$ cat src/rtl/ram_rd_check.sv
// ram_rd_check: read-back checker for a single-port RAM sweep test.
// It snoops the stimulus control bus and the RAM read data. Each word read
// back is compared with its own address, zero-extended to DATA_W, because
// the stimulus writes data = address. Per-word, per-sweep and sticky results
// are reported for LED/ILA observation.
//
// Ports:
//   sys_clk, sys_rst      clock, asynchronous active-high reset
//   ram_en, ram_we, addr  RAM control bus snooped from the stimulus
//   ram_rd_data           RAM read data, RD_LATENCY cycles after the request
//   chk_valid, chk_err    one-cycle compare-retired pulse; chk_err = mismatch
//   err_cnt               saturating mismatch count
//   sweep_done, sweep_ok  end-of-sweep pulse; sweep_ok holds until next done
//   pass_cnt              wrapping count of passing sweeps
//   error_flag            sticky error indication
//   first_err_addr/_data  first mismatch capture (RAM_CHK_FIRST_ERR_EN),
//                         otherwise tied to zero
//
// Optional feature macro: RAM_CHK_FIRST_ERR_EN
module ram_rd_check #(
  parameter int unsigned ADDR_W     = 5,
  parameter int unsigned DATA_W     = 8,
  parameter int unsigned RD_LATENCY = 1
) (
  input  logic              sys_clk,
  input  logic              sys_rst,
  input  logic              ram_en,
  input  logic              ram_we,
  input  logic [ADDR_W-1:0] addr,
  input  logic [DATA_W-1:0] ram_rd_data,
  output logic              chk_valid,
  output logic              chk_err,
  output logic [15:0]       err_cnt,
  output logic              sweep_done,
  output logic              sweep_ok,
  output logic [15:0]       pass_cnt,
  output logic              error_flag,
  output logic [ADDR_W-1:0] first_err_addr,
  output logic [DATA_W-1:0] first_err_data
);

  localparam int unsigned CNT_W = 2;
  localparam int unsigned SW_W  = ADDR_W + 1;
  localparam logic [SW_W-1:0] SW_FULL = {1'b1, {ADDR_W{1'b0}}};
  localparam logic [SW_W-1:0] SW_MAX  = '1;
  localparam logic [CNT_W-1:0] CLOSE_LAST = CNT_W'(RD_LATENCY - 1);

  typedef enum logic [1:0] {
    S_IDLE,
    S_WRITE,
    S_READ,
    S_CLOSE
  } state_t;

  state_t             state_q, state_d;
  logic [CNT_W-1:0]   close_cnt_q, close_cnt_d;

  // Read pipeline of {valid, addr}; index RD_LATENCY-1 is the tail.
  logic [RD_LATENCY-1:0] pv_q, pv_d;
  logic [ADDR_W-1:0]     pa_q [RD_LATENCY];
  logic [ADDR_W-1:0]     pa_d [RD_LATENCY];

  logic [SW_W-1:0]    sw_rd_q, sw_rd_d;
  logic               sw_err_q, sw_err_d;

  logic               chk_valid_q, chk_valid_d;
  logic               chk_err_q, chk_err_d;
  logic [15:0]        err_cnt_q, err_cnt_d;
  logic               sweep_done_q, sweep_done_d;
  logic               sweep_ok_q, sweep_ok_d;
  logic [15:0]        pass_cnt_q, pass_cnt_d;
  logic               error_flag_q, error_flag_d;

  logic               wr_req_c;
  logic               rd_req_c;
  logic               load_c;
  logic               clr_sweep_c;
  logic               close_evt_c;
  logic               cmp_c;
  logic               mis_c;
  logic               sweep_pass_c;
  logic [DATA_W-1:0]  exp_c;

  assign wr_req_c = ram_en & ram_we;
  assign rd_req_c = ram_en & ~ram_we;

  // Compare at the pipeline tail against the address pattern.
  assign exp_c        = DATA_W'(pa_q[RD_LATENCY-1]);
  assign cmp_c        = pv_q[RD_LATENCY-1];
  assign mis_c        = cmp_c & (ram_rd_data != exp_c);
  assign sweep_pass_c = (sw_rd_q == SW_FULL) & ~sw_err_q;

  // FSM state register.
  always_ff @(posedge sys_clk or posedge sys_rst) begin
    if (sys_rst) begin
      state_q     <= S_IDLE;
      close_cnt_q <= '0;
    end else begin
      state_q     <= state_d;
      close_cnt_q <= close_cnt_d;
    end
  end

  // FSM next state; decides which reads are loaded and when a sweep closes.
  always_comb begin
    state_d     = state_q;
    close_cnt_d = close_cnt_q;
    load_c      = 1'b0;
    clr_sweep_c = 1'b0;
    close_evt_c = 1'b0;
    unique case (state_q)
      S_IDLE: begin
        if (wr_req_c) state_d = S_WRITE;
      end
      S_WRITE: begin
        if (rd_req_c) begin
          state_d     = S_READ;
          load_c      = 1'b1;
          clr_sweep_c = 1'b1;
        end
      end
      S_READ: begin
        if (wr_req_c) begin
          state_d     = S_CLOSE;
          close_cnt_d = '0;
        end else if (rd_req_c) begin
          load_c = 1'b1;
        end
      end
      S_CLOSE: begin
        // Hold for RD_LATENCY cycles so every in-flight read retires.
        if (close_cnt_q == CLOSE_LAST) begin
          state_d     = S_WRITE;
          close_evt_c = 1'b1;
        end else begin
          close_cnt_d = close_cnt_q + CNT_W'(1);
        end
      end
      default: begin
        state_d = S_IDLE;
      end
    endcase
  end

  // Datapath next state: pipeline shift, per-sweep and global statistics.
  always_comb begin
    pv_d[0] = load_c;
    pa_d[0] = load_c ? addr : '0;
    for (int i = 1; i < RD_LATENCY; i++) begin
      pv_d[i] = pv_q[i-1];
      pa_d[i] = pa_q[i-1];
    end

    sw_rd_d = sw_rd_q;
    if (cmp_c && (sw_rd_q != SW_MAX)) sw_rd_d = sw_rd_q + SW_W'(1);
    sw_err_d = sw_err_q | mis_c;
    if (clr_sweep_c) begin
      sw_rd_d  = '0;
      sw_err_d = 1'b0;
    end

    chk_valid_d = cmp_c;
    chk_err_d   = mis_c;

    err_cnt_d = err_cnt_q;
    if (mis_c && (err_cnt_q != 16'hFFFF)) err_cnt_d = err_cnt_q + 16'd1;

    sweep_done_d = close_evt_c;
    sweep_ok_d   = close_evt_c ? sweep_pass_c : sweep_ok_q;

    pass_cnt_d = pass_cnt_q;
    if (close_evt_c && sweep_pass_c) pass_cnt_d = pass_cnt_q + 16'd1;

    error_flag_d = error_flag_q | mis_c | (close_evt_c & ~sweep_pass_c);
  end

  // Datapath registers.
  always_ff @(posedge sys_clk or posedge sys_rst) begin
    if (sys_rst) begin
      pv_q         <= '0;
      for (int i = 0; i < RD_LATENCY; i++) pa_q[i] <= '0;
      sw_rd_q      <= '0;
      sw_err_q     <= 1'b0;
      chk_valid_q  <= 1'b0;
      chk_err_q    <= 1'b0;
      err_cnt_q    <= '0;
      sweep_done_q <= 1'b0;
      sweep_ok_q   <= 1'b0;
      pass_cnt_q   <= '0;
      error_flag_q <= 1'b0;
    end else begin
      pv_q         <= pv_d;
      for (int i = 0; i < RD_LATENCY; i++) pa_q[i] <= pa_d[i];
      sw_rd_q      <= sw_rd_d;
      sw_err_q     <= sw_err_d;
      chk_valid_q  <= chk_valid_d;
      chk_err_q    <= chk_err_d;
      err_cnt_q    <= err_cnt_d;
      sweep_done_q <= sweep_done_d;
      sweep_ok_q   <= sweep_ok_d;
      pass_cnt_q   <= pass_cnt_d;
      error_flag_q <= error_flag_d;
    end
  end

  assign chk_valid  = chk_valid_q;
  assign chk_err    = chk_err_q;
  assign err_cnt    = err_cnt_q;
  assign sweep_done = sweep_done_q;
  assign sweep_ok   = sweep_ok_q;
  assign pass_cnt   = pass_cnt_q;
  assign error_flag = error_flag_q;

`ifdef RAM_CHK_FIRST_ERR_EN
  logic              fe_seen_q;
  logic [ADDR_W-1:0] fe_addr_q;
  logic [DATA_W-1:0] fe_data_q;

  // Capture only the first mismatch after reset.
  always_ff @(posedge sys_clk or posedge sys_rst) begin
    if (sys_rst) begin
      fe_seen_q <= 1'b0;
      fe_addr_q <= '0;
      fe_data_q <= '0;
    end else if (mis_c && !fe_seen_q) begin
      fe_seen_q <= 1'b1;
      fe_addr_q <= pa_q[RD_LATENCY-1];
      fe_data_q <= ram_rd_data;
    end
  end

  assign first_err_addr = fe_addr_q;
  assign first_err_data = fe_data_q;
`else
  assign first_err_addr = '0;
  assign first_err_data = '0;
`endif

endmodule

$ cat config.mk
export PLATFORM = sky130hd
export DESIGN_NAME = ram_rd_check
export DESIGN_NICKNAME = d
export VERILOG_FILES = /design/src/rtl/ram_rd_check.sv
export SDC_FILE = /design/constraint.sdc
export NUM_CORES = 1
export LEC_CHECK = 0
export CAP_MARGIN = 0
export CORE_UTILIZATION = 51
export CTS_BUF_LIST = sky130_fd_sc_hd__clkbuf_4
export CTS_CLUSTER_SIZE = 8
export DETAILED_ROUTE_END_ITERATION = 8
export GPL_TIMING_DRIVEN = 0
export HOLD_SLACK_MARGIN = 0.15
export PLACE_DENSITY_LB_ADDON = 0.3
export SYNTH_ARGS = -nofsm -noshare
export SYNTH_HDL_FRONTEND = slang
export SYNTH_SLANG_ARGS = --single-unit
$ cat constraint.sdc
create_clock -name sys_clk -period 1.9 [get_ports sys_clk]
set_clock_uncertainty 0.05 [all_clocks]
set_input_delay 0.19 -clock sys_clk [delete_from_list [all_inputs] [get_ports sys_clk]]
set_output_delay 0.19 -clock sys_clk [all_outputs]
set_load 0.005 [all_outputs]
Word level (Yosys, flattened, before mapping)

Index checks and enable logic that the tools add are counted.

Add/sub/neg operators: 4
Multiplexer cells: 18
Reductions and logical operators: 9
Equality and inequality tests: 12
Bitwise logic cells: 11

Operators by type and width:

| kind                                                            | count |
|---|---|
| 16-bit by 1-bit adder with 16-bit output, second input constant | 2 |
| 16-bit inequality test, second input constant                   | 1 |
| 2-bit two-way mux                                               | 6 |
| 6-bit two-way mux                                               | 2 |
| 2-bit inequality test, second input constant                    | 5 |
| 8-bit by 5-bit inequality test with 1-bit output                | 1 |
| 2-bit one-hot mux with 4 select lines                           | 1 |
| 6-bit by 1-bit adder with 6-bit output, second input constant   | 1 |
| 6-bit == test, second input constant                            | 1 |
| 1-bit two-way mux                                               | 6 |
| 6-bit inequality test, second input constant                    | 1 |
| 1-bit bitwise AND                                               | 5 |
| 5-bit two-way mux                                               | 1 |
| 2-bit == test, second input constant                            | 2 |
| 2-bit zero test                                                 | 2 |
| 2-bit one-hot mux with 2 select lines                           | 1 |
| 4-bit AND reduction                                             | 1 |
| 2-bit nonzero test                                              | 2 |
| 1-bit logical AND                                               | 3 |
| 1-bit inverter                                                  | 3 |
| 1-bit bitwise OR                                                | 3 |
| 3-bit AND reduction                                             | 1 |
| 2-bit by 1-bit adder with 2-bit output, second input constant   | 1 |
| 2-bit by 1-bit == test with 1-bit output, second input constant | 1 |
| 1-bit one-hot mux with 2 select lines                           | 1 |

Bits of input ports: 17
Output and inout port bits: 50
Logic and storage cells: 67
Register bits after elaboration: 54

Longest topological paths before layout

Depth after elaboration: 6
Gate-level depth with buffers: 8
Depth with buffers taken out: 8

Least setup slack after synthesis

OpenSTA, ideal clock, no wires.

Kind: flip-flop to flip-flop
From: reg err_cnt_q[0], in the netlist err_cnt[0]
To: reg err_cnt_q[6], in the netlist err_cnt[6]
Library setup time: 0.139 ns
Required time: 1.711 ns
Period minus slack after synthesis: 1.714 ns
Path slack: 0.186 ns
Cell stages (with the launch flop): 7
Arrival time: 1.524 ns
Path buffers: 1
Cells stage by stage: dfrtp_1 ha_1 nand4_1 nor4_2 buf_2 nor4b_1 xor2_1

Word-level cells in the longest chain between the ends: 2
Elaborated cells on any way between the ends: 3
Classes of those cells: add/sub: 1; eq/ne: 1; reduce/logical: 1

Ends and longest elaborated chain:

| item                                                                                             | line | text |
|---|---|---|
| from (decl)                                                                                      | 68   | `logic [15:0] err_cnt_q, err_cnt_d;` |
| from (signal assigned)                                                                           | 198  | `err_cnt_q <= err_cnt_d;` |
| parallel branches: the longest is 2 deep, another holds 16-bit by 1-bit adder with 16-bit output | --   |  |

Parallel ways; which one is timed is not known.
A chain may end at the register's enable or synchronous reset.

Worst setup path in the final report

From: reg pa_q[3] (netlist name)
To: reg err_cnt_q[1], in the netlist err_cnt[1]

Word-level cells in the longest chain between the ends: 3

Ends and longest elaborated chain:

| item                                             | line | text |
|---|---|---|
| from (decl)                                      | 60   | `logic [ADDR_W-1:0] pa_q [RD_LATENCY];` |
| 8-bit by 5-bit inequality test with 1-bit output | 90   | `assign mis_c = cmp_c & (ram_rd_data != exp_c);` |
| 1-bit bitwise AND                                | 90   |  |
| 1-bit logical AND                                | 166  | `if (mis_c && (err_cnt_q != 16'hFFFF)) err_cnt_d = err_cnt_q + 16'd1;` |

No other way between the ends.

==> results.py <==
metrics = {
    "power_and_ir_drop": {
        "pwr-share-comb_pct": 28.7,
        "p_sw_share_pct": 30.3,
        "switching_power_w": 0.000878,
        "seqPwrFrac_pct": 50.1,
        "ir_drop_mv": 0.559,
        "intPower_w": 0.00202,
        "clock_power_share_pct": 21.2,
        "p_per_area_nw_per_um2": 817,
        "leakage_nw": 1.68,
    },
    "final_layout": {
        "fillers": 373,
        "stdcell_count": 396,
        "syn2layout_area_growth_pct": 34.0,
        "fin_nets": 354,
        "antenna_cells": 0,
        "drive_gt1_share_pct": 16.7,
    },
    "route": {
        "remaining_drc_errors": 0,
        "via_per_inst": 4.90,
        "vias": 1939,
        "wl_um": 4700,
        "first_pass_iters": 4,
        "ant_nets": 0,
        "drtIter0Drc": 82,
        "routedWlPerCell_um": 11.9,
    },
    "yosys": {
        "yosysSeqAreaShare_pct": 51.1,
        "yosys_most_used_dff": "dfrtp_1",
        "synthDistinctLibCells": 40,
        "yosysWarnings": 0,
        "synth.avg_cell_area_um2": 10.8,
        "synth_area_um2": 2640,
        "synth_edf_count": 0,
        "netlist_instances": 245,
        "synthArstFlopShare_pct": 100,
        "ys_seq_elements": 54,
    },
    "grt": {
        "grt_pass1_wl_um": 7610,
        "grt_pass1_vias": 1765,
        "grt_util_all_layers_pct": 18.2,
        "grt_antenna_before_repair": 0,
        "grt_overflow": 0,
        "grt_max_degree": 43,
    },
    "placement": {
        "numPortBuffers": 53,
        "placedCellCount": 378,
        "gp_congestion": 0.765,
        "dp_hpwl_um": 3470,
        "place_ws_ns": -0.203,
    },
    "clock_network": {
        "ctsHtreeMaxLevel": 2,
        "cts_num_sinks": 54,
        "numCtsBuffers": 5,
        "root_buffer": "clkbuf_4",
        "clkTransAtPathRegs_ns": 0.13,
        "cts_tree": "done",
        "clockBufferDepth": 2,
        "clk_latency_ns": 0.36,
    },
    "critical_path": {
        "slowest_stage": "or4_4",
        "cp.required_ns": 2.11,
        "crit_arrival_ns": 2.06,
        "critical_path_class": "flip-flop to flip-flop",
        "start_kind": "flip-flop",
        "crit_fanout": 6,
        "end_kind": "flip-flop",
        "cp_slowest_stage_delay_ns": 0.43,
        "timing.critical_path.buf_inv": 1,
        "crit_chain": "xor2_1 -> or4_4 -> o21ai_4 -> buf_4 -> nor2_2 -> mux2_2",
        "critPathTopFamily": "simple AND/OR/NAND/NOR gates",
    },
    "die": {
        "die_area_um2": 5480,
        "rows": 25,
        "initial_core_util_pct": 54.5,
        "fp.dieW_um": 74,
        "pin_count": 67,
        "core_area_um2": 4850,
        "die_h_um": 74,
    },
    "outcome": {
        "status": "complete, no violations",
    },
    "timing": {
        "finalHoldViolations": 0,
        "fin_tns_setup_ns": 0,
        "setup-violations-final": 0,
        "fmax_mhz": 540,
        "finalCritPeriodShare_pct": 97.4,
        "fin_ws_ns": 0.0495,
        "finalMaxSlewViolations": 0,
        "grt_setup_unrepaired": "true",
        "period_needed_ns": 1.85,
    },
    "flow_run": {
        "maxCapViolCount": 0,
    },
    "worst_hold_path": {
        "hold_path.class": "input port to flip-flop",
    },
}
==> logic make-up (layout without fill, tap and decap cells) <==
kind of cell / Yosys count / in the layout / synth area share [%]
simple gates: 96 / 96 / 20.4
flops: 54 / 54 / 51.1
xor+xnor: 40 / 40 / 13.3
buf+inv: 28 / 100 / 6.01
compound gates: 13 / 13 / 3.22
fa+ha+maj: 9 / 9 / 4.26
mux: 4 / 4 / 1.66
other cells: 1 / 13 / 0.142
==> synthesized netlist by cell type (5+ instances only) <==
cell type | n | area share [%]
xnor2_1 | 17 | 5.6
buf_4 | 14 | 4.0
xor2_1 | 23 | 7.6
nand2_1 | 21 | 3.0
dfrtp_1 | 54 | 51
inv_1 | 12 | 1.7
nor3_1 | 7 | 1.3
nand4_1 | 11 | 2.6
and2_1 | 5 | 1.2
nand3_1 | 11 | 2.1
nor2_1 | 16 | 2.3
ha_1 | 9 | 4.3
==> routing by layer <==
layer	track usage, %	share of wire (%)	vias to the layer above
met5	0	0	-
met4	5.77	1.3	0
met3	3.66	3.8	6
met2	31.1	52	45
met1	23.3	43	921
li1	-	-	967
==> layout make-up <==
type / instances / area, um^2 / share of cell area, %
multi-input combinational: 175 / 1240 / 34.9
sequential: 54 / 1350 / 38.1
tap: 67 / 83.8 / 2.37
timing repair buffer: 64 / 628 / 17.7
inverter: 13 / 48.8 / 1.38
clock buffer: 5 / 37.5 / 1.06
buffer: 15 / 116 / 3.28
clock inverter: 3 / 40.0 / 1.13
==> power by group through the flow <==
stage / clock network (W) / registers (W) / logic [W]
2_1_floorplan: 0 / 0.00146 / 0.000498
3_3_place_gp: 0 / 0.00147 / 0.000755
3_5_place_dp: 0 / 0.00148 / 0.000792
4_1_cts: 0.000630 / 0.00145 / 0.000800
5_1_grt: 0.000671 / 0.00147 / 0.000946
6_report: 0.000612 / 0.00145 / 0.000832
==> state kept, by name, summed over array words and instances (netlist names), 2 cells and up <==
signal and flops:
pass_cnt 16, pa_q 5, close_cnt_q 2, err_cnt 16, sw_rd_q 6, state_q 2
==> layout by cell type, fill, tap and decap left out, types with 5 or more instances in the layout <==
master,instances
dfrtp_1,54
nor3_1,6
inv_1,10
xor2_1,23
nand3_1,10
and2_1,5
clkbuf_4,5
nand4_1,11
nor2_1,15
xnor2_1,17
conb_1,13
ha_1,8
clkdlybuf4s50_1,53
nand2_1,21
buf_4,23
==> worst paths after layout <==
| check | from | endpoint | slack [ns] | cells after the start |
|---|---|---|---|---|
| max in group asynchronous | sys_rst | sw_rd_q[0]$_DFFE_PP0P_ | 0.72 | 4 |
| max | pa_q[3]$_DFF_PP0_ | err_cnt[1]$_DFFE_PP0P_ | 0.05 | 6 |
| max reg2reg | pa_q[3]$_DFF_PP0_ | err_cnt[1]$_DFFE_PP0P_ | 0.05 | 6 |
| min | addr[0] | pa_q[0]$_DFF_PP0_ | 0.32 | 2 |
| min in group asynchronous | sys_rst | pass_cnt[15]$_DFFE_PP0P_ | 0.58 | 3 |
| min reg2reg | pass_cnt[15]$_DFFE_PP0P_ | pass_cnt[15]$_DFFE_PP0P_ | 0.44 | 1 |
==> per-stage QoR <==
step	area, um^2	total power, W	hold slack [ns]	utilization [%]
detailed placement	3320	0.00227	0.412	68.5
global route	3540	0.00309	0.300	73.1
global placement	3300	0.00223	0.411	68.1
CTS	3430	0.00288	0.301	70.8
floorplan	2690	0.00195	0.269	-
finish	3540	0.00289	0.318	73.1
==> timing repair <==
item                                    in CTS  in global routing
buffers inserted                             1                  8
endpoints found under the hold margin       12                  0
resized for setup                            3                 10
pin swaps                                    1                  8
hold buffers                                 1                  0
endpoints found under the setup margin      13                 23
(Power assumes the default switching activity.)
==> RTL change: new RTL, config.mk and constraints unchanged <==
Set the parameter `RD_LATENCY` to 2 (it was 1). Comments in the files are not updated.
--- a/src/rtl/ram_rd_check.sv
+++ b/src/rtl/ram_rd_check.sv
@@ -20,7 +20,7 @@
 module ram_rd_check #(
   parameter int unsigned ADDR_W     = 5,
   parameter int unsigned DATA_W     = 8,
-  parameter int unsigned RD_LATENCY = 1
+  parameter int unsigned RD_LATENCY = 2
 ) (
   input  logic              sys_clk,
   input  logic              sys_rst,
Formal check against the unedited RTL: not equivalent (a bounded check fails within 4 cycles, from zero or initial values and one cycle with sys_rst high).
==> RTL change against the original RTL <==
- sequential power up 14%
- cell area up 8.7%
- die area grew 6.8%
- sequential share of layout area increased by 0.99 points
- total power up 32%
- sequential cell count is 6 higher
- count of clock-buffer cells in the layout increased by 4
- setup slack better by 14 ps
- global-route usage grew 2.7 points
- area after synthesis grew 7.0%
- wire length increased by 21%
- critical endpoint is now error_flag$_DFF_PP0_
- largest power group unchanged
==> RTL change: results (changes against the original RTL) <==
- Status: complete, no violations
- Share of the yosys chip area belonging to registers: 0.531 (+0.0199)
- Source-to-sink clock delay at the later pin of the worst-skew pair: 410 ps (+50 ps)
- Tightest Hold Check Type: reg2reg
- Launch instance of the worst min-delay path: pa_d[0]$_DFF_PP0_
- Post-synth top cells: sky130_fd_sc_hd__dfrtp_1 (60), sky130_fd_sc_hd__nand2_1 (20), sky130_fd_sc_hd__xnor2_1 (20)
- Area post-placement: 3510 µm² (+5.6%)
- Buffering overhead: 0.207 (-0.00308)
- Inst Count DP: 391 (+3.4%)
- Final HPWL from detailed placement: 3.86 mm (+11%)
- Total wire length after detailed routing: 5.67 mm (+21%)
- Setup fix buffers added after clock tree synthesis: 3 (+2)
- Count of cell types in the netlist: 37 (-7.5%)
- Final core utilization: 0.735 (+0.00423)
- Num Clock Sinks: 60 (+11%)
- Post-placement setup slack: -233 ps (-30.6 ps)
- Number of buffers added by the clock tree synthesis step: 9 (+4)
- Cell types with the largest area share after synthesis: sky130_fd_sc_hd__dfrtp_1 (53%), sky130_fd_sc_hd__xnor2_1 (6.2%), sky130_fd_sc_hd__xor2_1 (5.3%)
- Multi-Input Combinational: 176 (+0.57%)
- Vias in the first global route: 2007 (+14%)
- Placer congestion estimate: 0.842 (+10%)
- Largest net degree at the start of global routing: 33 (-23%)
- Detailed-route via count: 2115 (+9.1%)
- P_leak: 0.00185 µW (+9.7%)
- Endpoint, Worst Hold: exp_c[0]$_DFF_PP0_
- Fraction of area in multi-input gates: 0.318 (-0.0311)
- Wire length of the first global-routing pass: 9.34 mm (+23%)
- Initial DRC count: 145 (+77%)
- Antenna-violating nets left: 0 (unchanged)
- Clock buf/inv share: 0.0474 (+0.0256)
- Max FO, Critical Path: 4 (-2)
- H-tree levels: 3 (+1)
- Non-CTS buffers: 85 (+7.6%)
- Number of nets in the layout: 372 (+5.1%)
- Routed via count divided by cell count: 5.04 (+2.8%)
- Hold depth: 0 (-2)
- All-Layer GR Usage: 0.209 (+0.0272)
- Worst-case clock buffer depth: 2 (unchanged)
- Post-cts repair resize count: 6 (+3)
- Critical register-to-register path startpoint: exp_c[3]$_DFF_PP0_
- Slew margin rel.: 0.529
- Number of inserted filler cells in the final layout: 391 (+4.8%)
- Number of instances in the synthesized netlist: 255 (+4.1%)
- Register-to-register setup slack: between 60 and 70 ps
- Register Area: 1510 µm² (+11%)
- Minimum hold slack: 292 ps (-26.3 ps)
- Die Footprint: 5850 µm² (+6.8%)
- Peak supply drop: 0.623 mV (+11%)
- Proportion of layout cells with a drive suffix above 1: 0.186 (+0.0185)
- Clock-pin slew on the worst setup and hold paths: 110 ps (-20 ps)
- Crit-path max cell delay: 430 ps (about the same)
==> RTL change: kinds of logic (layout without fill, tap and decap cells) <==
logic type | Yosys count | in the layout | share of synthesized area
adders and majority gates | 10 | 10 | 0.0442
xor gates and xnor gates | 37 | 37 | 0.115
and+or+nand+nor | 94 | 94 | 0.185
other | 1 | 13 | 0.00133
DFF | 60 | 60 | 0.531
buffers and inverters | 31 | 114 | 0.0633
muxes | 6 | 6 | 0.0235
AOI/OAI and AO/OA | 16 | 16 | 0.0376
==> RTL change: power breakdown <==
part | internal (µW) | switching (µW) | total, µW | leakage (µW)
Sequential | 1470 | 180 | 1650 | 0.000802
Combinational | 549 | 472 | 1020 | 0.000950
Clock | 661 | 488 | 1150 | 0.0000936
==> RTL change: per-layer routing <==
| metal | routed length, µm | track usage | vias up |
|---|---|---|---|
| met4 | 142 | 0.117 | 0 |
| met3 | 245 | 0.0419 | 11 |
| met1 | 2440 | 0.258 | 1029 |
| li1 | - | - | 1027 |
| met5 | 0 | 0 | - |
| met2 | 2840 | 0.342 | 48 |
==> RTL change: how the worst max path moves through the flow <==
stage / startpoint / to / slack [ps]
final: exp_c[3]$_DFF_PP0_ / error_flag$_DFF_PP0_ / 60
after global routing: state_q[0]$_DFFE_PP0P_ / pass_cnt[5]$_DFFE_PP0P_ / -80
after global placement: sys_rst / state_q[0]$_DFFE_PP0P_ / -850
after detailed placement: ram_rd_data[3] / err_cnt[7]$_DFFE_PP0P_ / -230
after CTS: close_cnt_q[1]$_DFFE_PP0P_ / pass_cnt[5]$_DFFE_PP0P_ / 7
after floorplan: close_cnt_q[1]$_DFFE_PP0P_ / pass_cnt[5]$_DFFE_PP0P_ / 140
